### config.mk
export PLATFORM = sky130hd
export DESIGN_NAME = osc_freq_meter
export DESIGN_NICKNAME = d
export VERILOG_FILES = /design/src/rtl/osc_freq_meter.sv
export SDC_FILE = /design/constraint.sdc
export NUM_CORES = 1
export LEC_CHECK = 0
export CORE_MARGIN = 4
export CORE_UTILIZATION = 35
export CTS_BUF_LIST = sky130_fd_sc_hd__clkbuf_4 sky130_fd_sc_hd__clkbuf_8
export DETAILED_ROUTE_END_ITERATION = 7
export SYNTH_ARGS = -nofsm -noshare
export SYNTH_HDL_FRONTEND = slang
export SYNTH_SLANG_ARGS = --single-unit
export TNS_END_PERCENT = 10
### constraint.sdc
create_clock -name clk -period 3.1 [get_ports clk]
set_clock_uncertainty 0.2 [all_clocks]
set_input_delay 0.93 -clock clk [delete_from_list [all_inputs] [get_ports clk]]
set_output_delay 0.93 -clock clk [all_outputs]
set_load 0.02 [all_outputs]
### src/rtl/osc_freq_meter.sv
`default_nettype none
// ============================================================================
//  Module   : osc_freq_meter
//  Purpose  : Measures the frequency of one of N_CH asynchronous ring
//             oscillators by counting its rising edges over a gate window of
//             2^gate_sel clk cycles. Holds the unselected oscillators in
//             reset, allows a settle time after releasing the selected one,
//             and hands the result out on a valid/ready interface. In
//             continuous mode the meter re-gates the same channel straight
//             after each accepted result.
//  Ports    : clk            - single clock, rising edge
//             rst            - synchronous active-high reset
//             start_i        - measurement request (honoured in IDLE only)
//             cont_i         - continuous mode request
//             ch_sel_i       - channel to measure
//             gate_sel_i     - gate length exponent
//             osc_in_i       - asynchronous oscillator outputs
//             osc_rst_o      - per-channel oscillator reset, active high
//             busy_o         - high whenever the meter is not IDLE
//             result_o       - rising edges counted in the last gate
//             result_ch_o    - channel the result belongs to
//             ovf_o          - result saturated
//             result_valid_o - result handshake, valid
//             result_ready_i - result handshake, ready
//  Revision : 1.0 - initial release
// ============================================================================
module osc_freq_meter #(
    parameter int N_CH       = 4,
    parameter int CNT_W      = 16,
    parameter int GATE_W     = 4,
    parameter int SETTLE_CYC = 16,
    // Channel-select width; may be widened so out-of-range selects can be
    // presented and rejected.
    parameter int CH_W       = (N_CH > 1) ? $clog2(N_CH) : 1
) (
    input  logic             clk,
    input  logic             rst,
    input  logic             start_i,
    input  logic             cont_i,
    input  logic [CH_W-1:0]  ch_sel_i,
    input  logic [GATE_W-1:0] gate_sel_i,
    input  logic [N_CH-1:0]  osc_in_i,
    output logic [N_CH-1:0]  osc_rst_o,
    output logic             busy_o,
    output logic [CNT_W-1:0] result_o,
    output logic [CH_W-1:0]  result_ch_o,
    output logic             ovf_o,
    output logic             result_valid_o,
    input  logic             result_ready_i
);

    // Gate down-counter must hold 2^(2^GATE_W - 1) - 1.
    localparam int c_GC_W = 2 ** GATE_W;
    localparam int c_ST_W = $clog2(SETTLE_CYC + 1);

    typedef enum logic [1:0] {
        S_IDLE   = 2'd0,
        S_SETTLE = 2'd1,
        S_GATE   = 2'd2,
        S_DONE   = 2'd3
    } state_t;

    state_t              state_q;
    logic [CH_W-1:0]     ch_q;
    logic [GATE_W-1:0]   gate_q;
    logic                cont_q;
    logic [c_ST_W-1:0]   settle_q;
    logic [c_GC_W-1:0]   gcnt_q;
    logic [CNT_W-1:0]    cnt_q;
    logic                ovf_acc_q;
    logic                cap_q;
    logic [N_CH-1:0]     sync1_q;
    logic [N_CH-1:0]     sync2_q;
    logic [N_CH-1:0]     prev_q;
    logic [N_CH-1:0]     osc_rst_q;
    logic                busy_q;
    logic [CNT_W-1:0]    result_q;
    logic [CH_W-1:0]     result_ch_q;
    logic                ovf_q;
    logic                valid_q;

    logic [N_CH-1:0]     w_rise;
    logic                w_det;
    logic                w_ch_ok;
    logic [c_GC_W-1:0]   w_gate_load;

    // All oscillators but the selected one stay in reset.
    function automatic logic [N_CH-1:0] f_rst_mask(input logic [CH_W-1:0] ch);
        logic [N_CH-1:0] m;
        m = '1;
        for (int i = 0; i < N_CH; i++) begin
            if (ch == i[CH_W-1:0]) begin
                m[i] = 1'b0;
            end
        end
        return m;
    endfunction

    assign w_rise      = sync2_q & ~prev_q;
    assign w_ch_ok     = ({1'b0, ch_sel_i} < (CH_W + 1)'(N_CH));
    // Down-counter preload: gate runs for load+1 = 2^gate_q cycles.
    assign w_gate_load = (c_GC_W'(1) << gate_q) - c_GC_W'(1);

    always_comb begin
        w_det = 1'b0;
        for (int i = 0; i < N_CH; i++) begin
            if (ch_q == i[CH_W-1:0]) begin
                w_det = w_rise[i];
            end
        end
    end

    always_ff @(posedge clk) begin
        if (rst) begin
            state_q     <= S_IDLE;
            ch_q        <= '0;
            gate_q      <= '0;
            cont_q      <= 1'b0;
            settle_q    <= '0;
            gcnt_q      <= '0;
            cnt_q       <= '0;
            ovf_acc_q   <= 1'b0;
            cap_q       <= 1'b0;
            sync1_q     <= '0;
            sync2_q     <= '0;
            prev_q      <= '0;
            osc_rst_q   <= '1;
            busy_q      <= 1'b0;
            result_q    <= '0;
            result_ch_q <= '0;
            ovf_q       <= 1'b0;
            valid_q     <= 1'b0;
        end else begin
            sync1_q <= osc_in_i;
            sync2_q <= sync1_q;
            prev_q  <= sync2_q;

            case (state_q)
                S_IDLE: begin
                    osc_rst_q <= '1;
                    if (start_i && w_ch_ok) begin
                        ch_q      <= ch_sel_i;
                        gate_q    <= gate_sel_i;
                        cont_q    <= cont_i;
                        settle_q  <= c_ST_W'(SETTLE_CYC - 1);
                        osc_rst_q <= f_rst_mask(ch_sel_i);
                        busy_q    <= 1'b1;
                        state_q   <= S_SETTLE;
                    end
                end

                S_SETTLE: begin
                    if (settle_q == '0) begin
                        cnt_q     <= '0;
                        ovf_acc_q <= 1'b0;
                        gcnt_q    <= w_gate_load;
                        state_q   <= S_GATE;
                    end else begin
                        settle_q <= settle_q - 1'b1;
                    end
                end

                S_GATE: begin
                    // The last gate cycle's edge lands at the DONE-entry edge,
                    // so the capture happens one cycle into DONE.
                    if (w_det) begin
                        if (cnt_q == '1) begin
                            ovf_acc_q <= 1'b1;
                        end else begin
                            cnt_q <= cnt_q + 1'b1;
                        end
                    end
                    if (gcnt_q == '0) begin
                        cap_q   <= 1'b1;
                        state_q <= S_DONE;
                    end else begin
                        gcnt_q <= gcnt_q - 1'b1;
                    end
                end

                S_DONE: begin
                    if (cap_q) begin
                        cap_q       <= 1'b0;
                        result_q    <= cnt_q;
                        result_ch_q <= ch_q;
                        ovf_q       <= ovf_acc_q;
                        valid_q     <= 1'b1;
                    end else if (valid_q && result_ready_i) begin
                        valid_q <= 1'b0;
                        if (cont_q && cont_i) begin
                            // Oscillator keeps running: no settle needed.
                            cnt_q     <= '0;
                            ovf_acc_q <= 1'b0;
                            gcnt_q    <= w_gate_load;
                            state_q   <= S_GATE;
                        end else begin
                            osc_rst_q <= '1;
                            busy_q    <= 1'b0;
                            state_q   <= S_IDLE;
                        end
                    end
                end

                default: begin
                    state_q <= S_IDLE;
                end
            endcase
        end
    end

    assign osc_rst_o      = osc_rst_q;
    assign busy_o         = busy_q;
    assign result_o       = result_q;
    assign result_ch_o    = result_ch_q;
    assign ovf_o          = ovf_q;
    assign result_valid_o = valid_q;

endmodule
`default_nettype wire
* After elaboration in Yosys (flattened, before gate mapping) *
Index checks and enable logic that the tools add are counted.

word-level totals
  bits of input ports = 15
  output and inout bits = 25
  bits in registers = 85
  word-level logic and storage cells = 122

operators by class
  equal/unequal tests = 22
  bitwise logic cells = 2
  muxes and demuxes = 52
  shift operators = 1
  $add $sub $neg = 4
  reductions and logical operators = 23

operators by type and width
  kind                                                                   count
  16-bit 2-to-1 mux                                                      11
  16-bit case mux with 3 select lines                                    2
  2-bit != test, second input constant                                   12
  1-bit 2-to-1 mux                                                       21
  16-bit by 1-bit adder with 16-bit output, second input constant        1
  16-bit equality test, second input constant                            1
  16-bit logical NOT                                                     1
  4-bit 2-to-1 mux                                                       4
  1-bit by 4-bit << shifter with 16-bit output, first input constant     1
  16-bit by 1-bit subtractor with 16-bit output, second input constant   1
  16-bit by 2-bit subtractor with 16-bit output, second input constant   1
  7-bit AND reduction                                                    2
  2-bit equality test, second input constant                             6
  2-bit 2-to-1 mux                                                       6
  5-bit 2-to-1 mux                                                       2
  5-bit case mux with 2 select lines                                     1
  5-bit AND reduction                                                    2
  2-bit case mux with 4 select lines                                     1
  4-bit case mux with 2 select lines                                     1
  2-bit AND reduction                                                    4
  2-bit nonzero test                                                     4
  2-bit by 1-bit equality test with 1-bit output, second input constant  3
  2-bit logical NOT                                                      3
  6-bit AND reduction                                                    1
  10 further kinds                                                       12

* Longest topological paths before layout *
Gate-level depths: netlist of run 1.

  depth after elaboration = 8
  mapped depth = 11
  gate-level depth less buffers = 8

* Least setup slack after synthesis of run 1 *
No wires, ideal clock.

  kind = input -> register
  from = in result_ready_i
  to = reg cnt_q[3]
  path buffers = 1
  required time = 2830 ps
  cell stages on the path = 6
  slack = 681 ps
  setup time = 70 ps
  data arrival time = 2149 ps
  cell sequence = nand2_1 o21ai_1 nand4_1 clkbuf_1 or4_1 a21oi_1

between the ends
  longest elaborated chain between the ends = 3

ends and longest elaborated chain
  element                               RTL line  source
  start: declaration                    49        input logic result_ready_i
  1-bit logical AND                     188       end else if (valid_q && result_ready_i) begin
  2-bit != test (no source line)        -
  7-bit AND reduction (no source line)  -
  end signal: assignment                170       cnt_q <= cnt_q + 1'b1;
  end: declaration                      69        logic [CNT_W-1:0] cnt_q;

Every way passes these cells.
A chain may end at the register's enable or synchronous reset.

* Final worst setup path of run 1 *
  from = reg gate_q[2]
  to = reg gcnt_q[8]

between the ends
  longest elaborated chain between the ends = 6
  elaborated cells between the ends (all ways) = 7
  those cells by class = add/sub: 1; shift: 1; mux: 5

ends and longest elaborated chain
  element                                            RTL line  source
  start: declaration                                 65        logic [GATE_W-1:0] gate_q;
  start signal: assignment                           143       gate_q <= gate_sel_i;
  1-bit by 4-bit << shifter with 16-bit output (*)   102       assign w_gate_load = (c_GC_W'(1) << gate_q) - c_GC_W'(1);
  16-bit by 2-bit subtractor with 16-bit output (*)  102
  16-bit 2-to-1 mux                                  190       if (cont_q && cont_i) begin
  16-bit 2-to-1 mux                                  188
  16-bit 2-to-1 mux                                  182       if (cap_q) begin
  16-bit case mux with 3 select lines (*)            138       case (state_q)
  end signal: assignment                             156       gcnt_q <= w_gate_load;
  end signal: assignment                             177       gcnt_q <= gcnt_q - 1'b1;
  end signal: assignment                             194       gcnt_q <= w_gate_load;
  end: declaration                                   68        logic [c_GC_W-1:0] gcnt_q;

Mark *: on every way between the ends. The rest lies on a longest branch, timed or not. The select of a mux whose other input is x is not followed.

==> results of run 1 <==
through the flow:
stage          instance area, um2  utilization [%]  power, uW  hold slack [ns]  setup WS, ns
2_1_floorplan                4140                -       1830            0.214         0.681
3_3_place_gp                 4690             40.8       2050            0.226         0.130
3_5_place_dp                 4690             40.8       2060            0.228        0.0781
4_1_cts                      4890             42.5       2860            0.237         0.427
5_1_grt                      4890             42.5       3030            0.253         0.233
6_report                     4890             42.5       2830            0.238         0.416
flip-flops by register name, indices dropped and copies added (netlist names), 4 cells and up:
name       count
sync2_q        4
osc_rst_o      4
cnt_q         16
result_o      16
sync1_q        4
settle_q       5
prev_q         4
gcnt_q        16
gate_q         4
cell usage after synthesis (6+ instances only):
cell / instances / area (um2)
dfxtp_1: 85 / 1700
nor3_1: 15 / 75.1
a21oi_1: 67 / 335
nor4_1: 8 / 50.1
ha_1: 6 / 75.1
o21ai_0: 18 / 90.1
nand2_1: 91 / 342
inv_1: 8 / 30.0
nand2b_1: 9 / 56.3
mux2i_1: 6 / 60.1
nor2b_1: 15 / 93.8
o211ai_1: 6 / 45.0
or4_1: 17 / 128
nand4_1: 6 / 37.5
o31ai_1: 13 / 97.6
nand3_1: 17 / 85.1
clkbuf_1: 31 / 116
nor2_1: 22 / 82.6
area by class of cell:
| cell class | instances | share of cell area [%] |
|---|---|---|
| Timing Repair Buffer | 56 | 10.7 |
| Sequential cell | 85 | 34.8 |
| Multi-Input combinational cell | 391 | 46.1 |
| Clock buffer | 10 | 2.81 |
| Tap cell | 143 | 3.66 |
| Clock inverter | 6 | 1.28 |
| Inverter | 8 | 0.613 |
kinds of logic after synthesis:
logic type                 count (synthesis)  share of synthesized area [%]
and+or+nand+nor                          233                           29.5
AOI/OAI and AO/OA                        140                           20.5
DFF                                       85                           41.1
buffers and inverters                     46                           4.41
xor gates and xnor gates                   6                           1.27
muxes                                      6                           1.45
adders and majority gates                  6                           1.81
report_power, final:
part           switching [uW]  internal (uW)  total, uW
Clock                     400            393        793
Sequential               83.7           1160       1240
Combinational             466            329        795
Total                     950           1880       2830
worst paths after layout:
path	start	end	slack, ns	cells past startpoint
setup / recovery	gate_q[2]	gcnt_q[8]	0.42	8
hold reg to reg	sync1_q[2]	sync2_q[2]	0.24	1
setup reg to reg	gate_q[2]	gcnt_q[8]	0.42	8
hold / removal	sync1_q[2]	sync2_q[2]	0.24	1
per-layer routing:
metal / up-vias / global-route usage [%] / wire length, um
li1: 1939 / - / -
met1: 1787 / 19.7 / 4560
met2: 89 / 25.7 / 4840
met3: 13 / 4.32 / 447
met4: 0 / 4.20 / 166
met5: - / 0 / 0
==> results.md, run 1 <==
* Die Area at 13600 um2
* Synthesized area per cell at roughly 8 um2
* CP max FO at 17
* Wire per inst at 14.3 um
* Crit start category: flop
* Clock Tree Root: clkbuf_8
* Layout Nets at around 570
* Syn Inst Count at around 520
* Synthesized flop and latch total at 85
* Global route total overflow at 0
* Clock latency on the worst-skew pair at 0.36 ns
* Final antenna-violating net count at 0
* Layout area overhead at 18.2%
* Starting Density at a little over a third
* Post-route insts no fill at 699
* DRT Pass-1 Iters at 4
* Die Height at around 120 um
* Initial antenna violation count at 0
* CTS tree: built
* EDFF count, synth at 0
* Lkg Pwr at 0.00168 uW
* Max-cap violations at 0
* Slew @ Worst Pin at ~0.75 ns
* Num rows at 39
* Clock buffer count from CTS at 9
* RSZ-0062 raised after global routing: no
* Period utilisation layout at between 80% and 90%
* Final setup vio count at 0
* Fill count at 1173
* Fmax at ~0.37 GHz
* CP Cell Sequence: nor2_1 -> nand2_1 -> ha_1 -> nor2_1 -> mux2i_1 -> o311ai_0 -> o211ai_1 -> a21oi_1
* Crit. End Element: flop
* Primary FF master, synth: dfxtp_1
* Syn_nets at 543
* Setup Fix Bufs, Post-CTS at 0
* Via count at between 3000 and 4000
* WP buf/inv at 0
* Hpwl dp at about 7000 um
* Max incr delay on CP at 0.47 ns
* Most frequent cells in the layout: nand2_1, dfxtp_1, a21oi_1
* Vias/cell at between 5 and 6
* CTS Buffer Depth at 2
* Post-synth ARST share at 0%
* Hold buffer count at cts at 0
* Post-Route WL at between 10000 and 15000 um
* Post-synth cell types at 59
* Fin. Hold Viols at 0
* Remaining DRCs at 0
* Relative slew slack at between 40% and 50%
* First-pass GRT wire length at between 15000 and 20000 um
* Post_cts resized at 0
* Top cell by count, worst path: nor2_1
* Max IR drop VDD at 350 uV
* Most common cell after layout, fill and taps aside: nand2_1
* Mapped Area at between 4000 and 5000 um2
* Post-layout minimum cycle time at roughly 2.7 ns
* Area of the multi-input gates at 2260 um2
* Reg area at around 1700 um2
* CTS Sinks at 85
* Chip width at roughly 120 um
* Worst path top cell family by delay: compound AO/OA/AOI/OAI gates
* Pins Over Slew Limit at 0
* Clk pin slew, worst setup/hold paths at 0.09 ns
* Placeable Area at 11500 um2
* GR Util All Layers at between 10% and 20%
* Arrival time worst endpoint at roughly 2.8 ns
* Htree depth at 3
* CP max-delay cell: o311ai_0
* Outcome: finished, final reports clean
* Number of port buffers at 39
* Register area share after synthesis at between 40% and 50%
* Number of synthesis warnings at 0
* Final Wtd Congestion at 0.821
* Layout cells sized above 1 at about 7.9%
* Diode count at 0
* # placed instances at a little under 700
* Largest net degree at the start of global routing at 38
* Class of the worst hold path: reg2reg
* Vias in the first global route at roughly 3600
* DRT iter0 DRCs at ~230
* Ports at 40
* Worst EP required at 3.20 ns
* Setup TNS at 0 ns
* Crit Path Class: reg2reg
* Pwr dens at 579 nW/um2
No activity file was read; power rests on OpenSTA's default activity.
==> run 2, diff against run 1 <==
--- a/config.mk
+++ b/config.mk
@@ -7,8 +7,9 @@
 export LEC_CHECK = 0
 export CORE_MARGIN = 4
 export CORE_UTILIZATION = 35
-export CTS_BUF_LIST = sky130_fd_sc_hd__clkbuf_4 sky130_fd_sc_hd__clkbuf_8
+export CTS_BUF_LIST = sky130_fd_sc_hd__clkbuf_8
 export DETAILED_ROUTE_END_ITERATION = 7
+export SETUP_SLACK_MARGIN = 0.02
 export SYNTH_ARGS = -nofsm -noshare
 export SYNTH_HDL_FRONTEND = slang
 export SYNTH_SLANG_ARGS = --single-unit
==> constraint.sdc (replaced) <==
create_clock -name clk -period 3.1 [get_ports clk]
set_clock_uncertainty 0.2 [all_clocks]
set_input_delay 0.93 -clock clk [delete_from_list [all_inputs] [get_ports clk]]
set_output_delay 0.93 -clock clk [all_outputs]
set_load 0.005 [all_outputs]
==> results of run 2 <==
Same layout as run 1 (identical final DEF). Status: finished, final reports clean.
Among the figures that moved: total power 2830 uW -> 2820 uW
==> run 3, diff against run 2 <==
--- a/config.mk
+++ b/config.mk
@@ -9,6 +9,7 @@
 export CORE_UTILIZATION = 35
 export CTS_BUF_LIST = sky130_fd_sc_hd__clkbuf_8
 export DETAILED_ROUTE_END_ITERATION = 7
+export HOLD_SLACK_MARGIN = 0.02
 export SETUP_SLACK_MARGIN = 0.02
 export SYNTH_ARGS = -nofsm -noshare
 export SYNTH_HDL_FRONTEND = slang
==> results of run 3 <==
Same layout as run 1 (identical final DEF). Status: finished, final reports clean.
Among the figures that moved: total power 2830 uW -> 2820 uW
==> edit (settings of run 1) <==
Register the output `ovf_o` once more; this adds one clock of latency there. The other outputs are not delayed to match.
--- a/src/rtl/osc_freq_meter.sv
+++ b/src/rtl/osc_freq_meter.sv
@@ -212,7 +212,9 @@
     assign busy_o         = busy_q;
     assign result_o       = result_q;
     assign result_ch_o    = result_ch_q;
-    assign ovf_o          = ovf_q;
+    always_ff @(posedge clk) begin
+        ovf_o <= ovf_q;
+    end
     assign result_valid_o = valid_q;
 
 endmodule
Behaviour: no difference found for any inputs over 10 cycles, from zero or initial values and one cycle with rst high; that may be too few to reach the edited logic, so the function may still have changed.
==> edit against run 1 <==
  * First-iteration DRC count fell by 12%
  * Synthesized area up 0.48%
  * Total power is 1.1% lower
  * Design area down 0.54%
  * Via count is 0.26% lower
  * Sequential cell count grew 1
  * Wire length shrank 3.4%
  * Worst setup slack got worse by 0.036 ns
  * Critical path type is now primary input to flip-flop
  * Largest cell class unchanged
  * Highest routed layer unchanged
==> edit: results (changes against run 1) <==
INFO  metric run_status = finished, final reports clean (unchanged)
INFO  metric holdPathStages = 0 (was 1)
INFO  metric grt_usage = 14.8% (was 15.4%)
INFO  metric critical_path_peak_fanout = 31 (was 17)
INFO  metric drive_above_1_share = 7.40% (was 7.91%)
INFO  metric synth_top_cells_by_count = sky130_fd_sc_hd__nand2_1, sky130_fd_sc_hd__dfxtp_1, sky130_fd_sc_hd__a21oi_1 (unchanged)
INFO  metric max_rail_drop_vdd = 0.254 mV (was 0.350 mV)
INFO  metric post-dp-hpwl = 6830 um (was 7000 um)
INFO  metric yosys-mux-area-fraction = 1.44% (was 1.45%)
INFO  metric via_count = 3818 (was 3828)
INFO  metric nets = 570 (was 572)
INFO  metric power.combinational.total = 0.000779 W (was 0.000795 W)
INFO  metric grt_max_degree = 34 (was 38)
INFO  metric syn_nets = 544 (was 543)
INFO  metric startpoint_of_the_lowest_slack_register_to_register_path = settle_q[0] (was gate_q[2])
INFO  metric dp_worst_setup_slack = 0.0118 ns (was 0.0781 ns)
INFO  metric finalHoldWorstSlack = 0.169 ns (was 0.238 ns)
INFO  metric instances_no_fill = 697 (was 699)
INFO  metric place.detailed.instances = 681 (was 683)
INFO  metric drtIter0Drc = 204 (was 231)
INFO  metric xor_and_xnor_fraction_of_the_mapped_netlist_area = 1.26% (was 1.27%)
INFO  metric max_slew_margin = 53.2% (was 50.0%)
INFO  metric timing.critical_path.arrival = 2.82 ns (was 2.78 ns)
INFO  metric compound_cell_area_share_of_the_yosys_netlist = 20.4% (was 20.5%)
INFO  metric power.static_leakage = 1.66 nW (was 1.68 nW)
INFO  metric seq_area_frac_synth = 41.4% (was 41.1%)
INFO  metric internal-power = 0.00180 W (was 0.00188 W)
INFO  metric grt_pass1_vias = 3464 (was 3558)
INFO  metric synth.top_cells.by_area = sky130_fd_sc_hd__dfxtp_1, sky130_fd_sc_hd__nand2_1, sky130_fd_sc_hd__a21oi_1, sky130_fd_sc_hd__or4_1, sky130_fd_sc_hd__clkbuf_1 (unchanged)
edit: cell count changes after synthesis, sizes merged:
| cell | run 1 | this run |
|---|---|---|
| dfxtp | 85 | 86 |
edit: worst max path at each step:
stage / start / endpoint / slack (ns) / depth (start not counted)
finish: result_ready_i / cnt_q[8] / 0.38 / 7
global route: result_ready_i / cnt_q[15] / 0.21 / 7
CTS: result_ready_i / cnt_q[8] / 0.39 / 7
detailed placement: result_ready_i / cnt_q[8] / 0.01 / 7
global placement: result_ready_i / cnt_q[3] / 0.07 / 7
floorplan: result_ready_i / cnt_q[3] / 0.68 / 6
edit: cell type report:
class	instances	area [um2]
Fill cell	1210	6650
Multi-Input combinational cell	391	2260
Sequential cell	86	1720
Timing Repair Buffer	53	490
Tap cell	143	179
Clock buffer	9	124
Clock inverter	7	65.1
Inverter	8	30.0
edit: stage by stage:
stage                     total power [W]  utilization (%)
after floorplan                   0.00184                -
after global placement            0.00204             40.6
after detailed placement          0.00206             40.6
after CTS                         0.00283             42.3
after global routing              0.00298             42.3
final                             0.00280             42.3
edit: metal layers:
layer	up-vias	global-route usage [%]	routed length (um)
met5	-	0	0
met4	0	4.13	93
met3	6	3.50	332
met2	59	24.3	4560
met1	1809	19.5	4680
li1	1944	-	-
edit: worst max-delay path: stages:
cell	delay, ns
sky130_fd_sc_hd__clkdlybuf4s50_1	0.49
sky130_fd_sc_hd__nand2_1	0.09
sky130_fd_sc_hd__o21ai_1	0.29
sky130_fd_sc_hd__nand4_1	0.12
sky130_fd_sc_hd__buf_4	0.25
sky130_fd_sc_hd__or4_1	0.49
sky130_fd_sc_hd__a21oi_1	0.15
